$ cat src/rtl/key_port.sv
// Three-key pushbutton port: synchronize, debounce, capture presses, and expose
// level/edge/mask registers with a masked interrupt to a processor bus.
module key_port #(
  parameter int unsigned DEBOUNCE_CYCLES = 250000
) (
  input  logic        Clock,
  input  logic        Reset,
  input  logic [2:0]  KEY_n,
  input  logic        cs,
  input  logic [1:0]  ADDR,
  input  logic [15:0] DOUT,
  input  logic        W,
  output logic [15:0] DIN,
  output logic        IRQ
);

  localparam int unsigned NKEYS = 3;
  localparam int unsigned CW    = (DEBOUNCE_CYCLES > 1) ? $clog2(DEBOUNCE_CYCLES) : 1;
  localparam logic [CW-1:0] CNT_LAST = CW'(DEBOUNCE_CYCLES - 1);

  logic [NKEYS-1:0] sync1_q, sync2_q;
  logic [NKEYS-1:0] lvl_q, lvl_d;
  logic [NKEYS-1:0] edge_q, edge_d;
  logic [NKEYS-1:0] mask_q, mask_d;
  logic [CW-1:0]    cnt_q [NKEYS];
  logic [CW-1:0]    cnt_d [NKEYS];
  logic [15:0]      din_q, din_d;
  logic             irq_q, irq_d;
  logic [NKEYS-1:0] s;
  logic [NKEYS-1:0] press;
  logic             wr;
  logic             unused_dout;

  assign s           = ~sync2_q;
  assign wr          = cs && W;
  assign unused_dout = ^DOUT[15:NKEYS];

  // Debounce, edge capture, register writes and read mux
  always_comb begin
    lvl_d  = lvl_q;
    edge_d = edge_q;
    mask_d = mask_q;
    cnt_d  = cnt_q;
    din_d  = 16'h0000;
    irq_d  = |(edge_q & mask_q);

    for (int i = 0; i < int'(NKEYS); i++) begin
      if (s[i] == lvl_q[i]) begin
        cnt_d[i] = '0;
      end else if (cnt_q[i] == CNT_LAST) begin
        lvl_d[i] = ~lvl_q[i];
        cnt_d[i] = '0;
      end else begin
        cnt_d[i] = cnt_q[i] + CW'(1);
      end
    end

    press = lvl_d & ~lvl_q;

    // Clear first so a same-cycle press overrides the write-1-to-clear
    if (wr && (ADDR == 2'd1)) edge_d = edge_q & ~DOUT[NKEYS-1:0];
    edge_d = edge_d | press;

    if (wr && (ADDR == 2'd2)) mask_d = DOUT[NKEYS-1:0];

    case (ADDR)
      2'd0:    din_d = {13'h0000, lvl_q};
      2'd1:    din_d = {13'h0000, edge_q};
      2'd2:    din_d = {13'h0000, mask_q};
      default: din_d = 16'h0000;
    endcase
  end

  // Synchronizers reset to the released (high) raw level
  always_ff @(posedge Clock) begin
    if (Reset) begin
      sync1_q <= '1;
      sync2_q <= '1;
      lvl_q   <= '0;
      edge_q  <= '0;
      mask_q  <= '0;
      din_q   <= '0;
      irq_q   <= 1'b0;
      for (int i = 0; i < int'(NKEYS); i++) cnt_q[i] <= '0;
    end else begin
      sync1_q <= KEY_n;
      sync2_q <= sync1_q;
      lvl_q   <= lvl_d;
      edge_q  <= edge_d;
      mask_q  <= mask_d;
      din_q   <= din_d;
      irq_q   <= irq_d;
      for (int i = 0; i < int'(NKEYS); i++) cnt_q[i] <= cnt_d[i];
    end
  end

  assign DIN = din_q;
  assign IRQ = irq_q;

endmodule

$ cat config.mk
export PLATFORM = sky130hd
export DESIGN_NAME = key_port
export DESIGN_NICKNAME = d
export VERILOG_FILES = /design/src/rtl/key_port.sv
export SDC_FILE = /design/constraint.sdc
export NUM_CORES = 1
export LEC_CHECK = 0
export BUFFER_PORTS_ARGS = -buffer_cell sky130_fd_sc_hd__clkbuf_2
export CAP_MARGIN = 20
export CORE_AREA = 2 2 90 92
export DETAILED_ROUTE_END_ITERATION = 8
export DIE_AREA = 0 0 92 94
export GPL_TIMING_DRIVEN = 1
export HOLD_SLACK_MARGIN = 0.12
export PLACE_DENSITY_LB_ADDON = 0.2
export SETUP_SLACK_MARGIN = 0.3
export SYNTH_ARGS = -nofsm -noshare
export SYNTH_HDL_FRONTEND = slang
export SYNTH_SLANG_ARGS = --single-unit
$ cat constraint.sdc
create_clock -name Clock -period 4.2 [get_ports Clock]
set_input_delay 0.21 -clock Clock [delete_from_list [all_inputs] [get_ports Clock]]
set_output_delay 0.21 -clock Clock [all_outputs]
set_load 0.01 [all_outputs]
==> Word-level counts from Yosys, hierarchy flattened <==
Index checks and enable logic that the tools add are counted.
{ "word_totals": {"reg_bits": 86} }
{ "op_classes": {"mux": 8, "reduce_logical": 8, "bitwise": 10, "n_eq_ne": 8, "addsub": 3} }
{ "op_table": {"columns": ["operator", "n"], "rows": [
  ["18-bit by 1-bit adder with 18-bit output, second input constant", 3],
  ["18-bit == test, second input constant", 3],
  ["3-bit OR reduction", 4],
  ["3-bit AND", 3],
  ["3-bit inverter", 3],
  ["3-bit one-hot mux with 3 select lines", 1],
  ["1-bit two-way mux", 6],
  ["1-bit == test", 3],
  ["1-bit logical AND", 3],
  ["3-bit two-way mux", 1],
  ["1-bit inverter", 3],
  ["3-bit OR", 1],
  ["2-bit by 1-bit == test with 1-bit output, second input constant", 1],
  ["2-bit == test, second input constant", 1],
  ["2-bit logical NOT", 1]
]} }

==> Longest topological paths before layout <==
{ "depth": {"word_depth": 5, "depth_mapped": 6, "depth_no_buf": 5} }

==> Worst setup path after synthesis <==
Ideal clock, no wire load.
{ "synth_path": {"path_kind": "flip-flop to flip-flop", "startpoint": "reg cnt_q[36] (netlist bit)", "endpoint": "reg lvl_q[0]", "setup_slack_ns": 2.482, "setup_ns": 0.121, "stages_incl_launch_ff": 5, "n_path_buf": 0, "t_arrival_ns": 1.597, "t_required_ns": 4.079, "cell_sequence": "dfxtp_1 ha_1 nand3_2 or4_4 mux2_4"} }
{ "synth_between": {"elab_chain_cells": 3} }
{ "synth_lines": {"columns": ["element", "line", "text"], "rows": [
  ["from (decl)", "25", "logic [CW-1:0] cnt_q [NKEYS];"],
  ["18-bit == test", "50", "end else if (cnt_q[i] == CNT_LAST) begin"],
  ["1-bit two-way mux", "50", null],
  ["1-bit two-way mux", "48", "if (s[i] == lvl_q[i]) begin"],
  ["to (signal assigned)", "88", "lvl_q <= lvl_d;"],
  ["to (decl)", "22", "logic [NKEYS-1:0] lvl_q, lvl_d;"]
]} }
No other way between the ends.
A chain may end at the register's enable or synchronous reset.

==> Worst setup path in the final report <==
{ "layout_path": {"startpoint": "reg cnt_q[36] (netlist bit)", "endpoint": "reg cnt_q[39] (netlist bit)"} }
{ "layout_between": {"elab_chain_cells": 2} }
{ "layout_lines": {"columns": ["element"], "rows": [
  ["branches (longest 2 deep; another with 18-bit by 1-bit adder with 18-bit output)"]
]} }
Several ways; the timed one is not identified.

==> results.py <==
metrics = {
    "logic_synthesis": {
        "synth_top_family_by_area": "simple AND/OR/NAND/NOR gates",
        "syn-cell-area_um2": 3360,
        "ys_seq_elements": 73,
        "ys_types": 45,
        "synthAdderAreaFrac_pct": 1.12,
        "synth_compound_area_share_pct": 5.58,
        "synthMuxAreaShare_pct": 2.68,
        "synth_simple_gate_area_share_pct": 29.9,
        "synth-xor-area-share_pct": 12.0,
        "yosysWarningCount": 0,
        "syn_avg_cell_area_um2": 9.08,
        "netlist_instances": 370,
        "yosysSeqAreaShare_pct": 43.5,
    },
    "worst_setup_path": {
        "r2r-start": "cnt_q[36]$_SDFF_PP0_",
        "crit_arrival_ns": 2.25,
        "reg2reg_depth": 4,
        "path_class": "flop to flop",
        "critPathRequiredTime_ns": 4.41,
        "startpoint_type": "flop",
        "rr_endpoint": "cnt_q[39]$_SDFF_PP0_",
        "critPathMaxFanout": 17,
        "ff2ff_setup_slack_ns": 2.16,
        "end_kind": "flop",
    },
    "routing": {
        "drtAntennaViolNets": 0,
        "vias_per_cell": 5.09,
        "routed_wl_um": 5990,
        "drt-pass1-iter-count": 5,
        "drt_iter0_markers": 74,
        "num_vias": 2528,
        "avgRoutedWirePerCell_um": 12.1,
        "drcViolationCount": 0,
    },
    "clock_network": {
        "cts_buffers": 9,
        "cts-htree-levels": 3,
        "cts-root-buf": "clkbuf_8",
        "clock_latency_ns": 0.35,
        "clock_path_buffers": 2,
        "clk_pin_slew_worst_paths_ns": 0.08,
        "clock_sinks": 73,
        "cts_tree": "yes",
        "cts_setup_buffers": 0,
    },
    "placement": {
        "place_congestion": 0.731,
        "port_buffers": 15,
        "dpl.cell_count": 476,
        "dp_hpwl_um": 4040,
    },
    "global_route": {
        "met1_usage_pct": 19.1,
        "grt_max_degree": 30,
        "grt-ovfl-total": 0,
        "grt_use_met3_pct": 5.06,
        "grt_pass1_wl_um": 10400,
        "met2_usage_pct": 23.9,
        "grt_pass1_vias": 2313,
        "antenna_found_initial": 0,
        "grt_busiest_layer": "met2",
        "grtUsageTotal_pct": 15.3,
    },
    "power": {
        "vdd_drop_max_uv": 224,
        "power_density_nw_per_um2": 373,
        "p_comb_share_pct": 2.4,
        "internal_power_uw": 1120,
        "switching_share_pct": 20.0,
        "p_leak_uw": 0.00123,
        "p_sw_uw": 280,
        "pwr-share-clk_pct": 47.6,
        "p_seq_share_pct": 50.0,
    },
    "hold_path": {
        "min_from": "DOUT[2]",
        "hold-path-endpoint": "mask_q[2]$_SDFFE_PP0P_",
        "worstHoldPathType": "input pin to flop",
        "holdPathStages": 3,
    },
    "die": {
        "core_um2": 7610,
        "die_w_um": 92,
        "ios": 42,
        "rows": 32,
        "initial_core_util_pct": 44.2,
        "die_h_um": 94,
        "die_area_um2": 8650,
    },
    "outcome": {
        "status": "finished clean",
    },
    "layout": {
        "layoutNonFillerInstCount": 497,
        "drive_gt1_share_pct": 12.7,
        "area_growth_pct": 11.5,
        "final_nets": 418,
        "diodes": 0,
    },
    "sta": {
        "rsz0062_at_grt": "false",
        "finalSetupTns_ns": 0,
        "slew_viol_final": 0,
        "hold_viol_final": 0,
        "slew_headroom_pct": 38.4,
        "finalClockSkew_ns": 0.00989,
        "finalCritPeriodShare_pct": 48.5,
        "fmaxAchievable_mhz": 491,
        "setup_viol_count_final": 0,
        "tightestPinTransition_ns": 0.921,
        "min_period_ns": 2.04,
    },
    "run": {
        "maxCapViolCount": 0,
    },
}
==> repair_timing <==
action | 4_1_cts | 5_1_grt
endpoints found under the hold margin | 5 | 0
resized for setup | 0 | 0
hold buffers | 5 | 0
==> layer usage <==
metal  part of all wire, %  vias to the layer above  routed length [um]
met1                    49                     1173                2960
li1                      -                     1304                   -
met3                   3.6                        8                 213
met4                   1.1                        0                  66
met2                    46                       43                2750
met5                     0                        -                   0
==> registers in the layout, indices dropped and copies added (netlist names) <==
| register | count |
|---|---|
| mask_q | 3 |
| cnt_q | 54 |
| DIN | 3 |
| IRQ | 1 |
| sync2_q | 3 |
| lvl_q | 3 |
| sync1_q | 3 |
| edge_q | 3 |
==> cell usage in the layout, fill, tap and decap left out, types with 3 or more instances in the layout <==
master,instances
nor2_1,73
inv_1,5
clkbuf_8,10
o41ai_1,3
nor2b_1,4
ha_1,3
clkbuf_2,15
a21oi_1,7
and3_1,6
bufinv_16,3
nand4_1,17
dlygate4sd3_1,5
o21ai_0,3
dfxtp_1,73
nand2_1,19
or3_1,4
and4_1,5
nor4_1,11
clkinv_2,3
nor3_1,9
nand3_1,18
mux2i_1,6
conb_1,13
xor2_1,19
xnor2_1,27
or2_2,6
==> worst max-delay path, stage by stage, from the launching register on <==
cell     delay, ns
dfxtp_1       0.41
ha_1          0.23
nand3_2       0.23
o41ai_4       0.92
nor2_1        0.12
==> cells in the mapped netlist <==
cell type  instances  share of area, %
dfxtp_1           73                43
nor2_1            73               8.2
xnor2_1           27               7.0
nand2_1           19               2.1
xor2_1            19               5.0
nand3_1           18               2.7
nand4_1           17               3.2
buf_4             13               2.9
nor4_1            11               2.0
nor3_1             9               1.3
a21oi_1            7               1.0
and3_1             6               1.1
mux2i_1            6               1.8
or2_2              6               1.1
and4_1             5               1.3
clkbuf_1           5              0.56
inv_1              5              0.56
nor2b_1            4              0.74
or3_1              4              0.74
buf_2              3              0.45
ha_1               3               1.1
o21ai_0            3              0.45
o41ai_1            3              0.78
and2_1             2              0.37
buf_6              2              0.67
mux2_4             2              0.89
nor4b_1            2              0.52
nor4b_2            2              0.89
o22ai_1            2              0.37
o41ai_4            2               1.6
or4_4              2              0.67
or4b_1             2              0.60
a211oi_1           1              0.22
a222oi_1           1              0.30
and4b_1            1              0.30
conb_1             1              0.11
nand2_2            1              0.19
nand3_2            1              0.30
nand4b_1           1              0.26
nor4_2             1              0.37
nor4b_4            1              0.71
o21ai_2            1              0.26
o221ai_1           1              0.26
o32ai_1            1              0.26
or2_1              1              0.19
==> logic make-up (layout without fill, tap and decap cells) <==
family | count (synthesis) | in the layout
AO/OA/AOI/OAI | 22 | 22
XOR/XNOR | 46 | 46
adder cells (fa/ha/maj) | 3 | 3
buffers and inverters | 28 | 41
flip-flops | 73 | 73
multiplexers | 8 | 8
other | 1 | 13
AND/OR/NAND/NOR | 189 | 189
==> power groups by stage <==
stage / registers [uW] / clock network (uW) / logic (uW)
2_1_floorplan: 714 / 0 / 30.7
3_3_place_gp: 715 / 0 / 30.2
3_5_place_dp: 715 / 0 / 30.1
4_1_cts: 698 / 689 / 33.9
5_1_grt: 699 / 716 / 38.6
6_report: 698 / 664 / 33.7
==> layout make-up <==
| type | instances | area [um^2] |
|---|---|---|
| Inverter | 5 | 18.8 |
| Clock buffer | 10 | 138 |
| Fill cell | 722 | 3860 |
| Multi-Input combinational cell | 281 | 1770 |
| Sequential cell | 73 | 1460 |
| Tap cell | 102 | 128 |
| Clock inverter | 6 | 105 |
| Timing Repair Buffer | 20 | 125 |
==> how the worst max path moves through the flow <==
stage	startpoint	endpoint	slack (ns)	cells past startpoint
6_report	cnt_q[36]$_SDFF_PP0_	cnt_q[39]$_SDFF_PP0_	2.16	4
3_3_place_gp	cnt_q[36]$_SDFF_PP0_	cnt_q[44]$_SDFF_PP0_	2.19	4
5_1_grt	cnt_q[36]$_SDFF_PP0_	cnt_q[52]$_SDFF_PP0_	1.91	4
4_1_cts	cnt_q[36]$_SDFF_PP0_	cnt_q[52]$_SDFF_PP0_	2.13	4
3_5_place_dp	cnt_q[36]$_SDFF_PP0_	cnt_q[38]$_SDFF_PP0_	2.15	4
2_1_floorplan	cnt_q[36]$_SDFF_PP0_	lvl_q[0]$_SDFF_PP0_	2.48	4
==> per-stage QoR <==
step	power, uW	area [um^2]	setup WS (ns)	utilization, %	hold WS, ns
2_1_floorplan	745	3410	2.48	-	0.314
3_3_place_gp	745	3450	2.19	45.4	0.391
3_5_place_dp	745	3450	2.15	45.4	0.393
4_1_cts	1420	3750	2.13	49.3	0.121
5_1_grt	1450	3750	1.91	49.3	0.165
6_report	1400	3750	2.16	49.3	0.145
(Power assumes the default switching activity.)
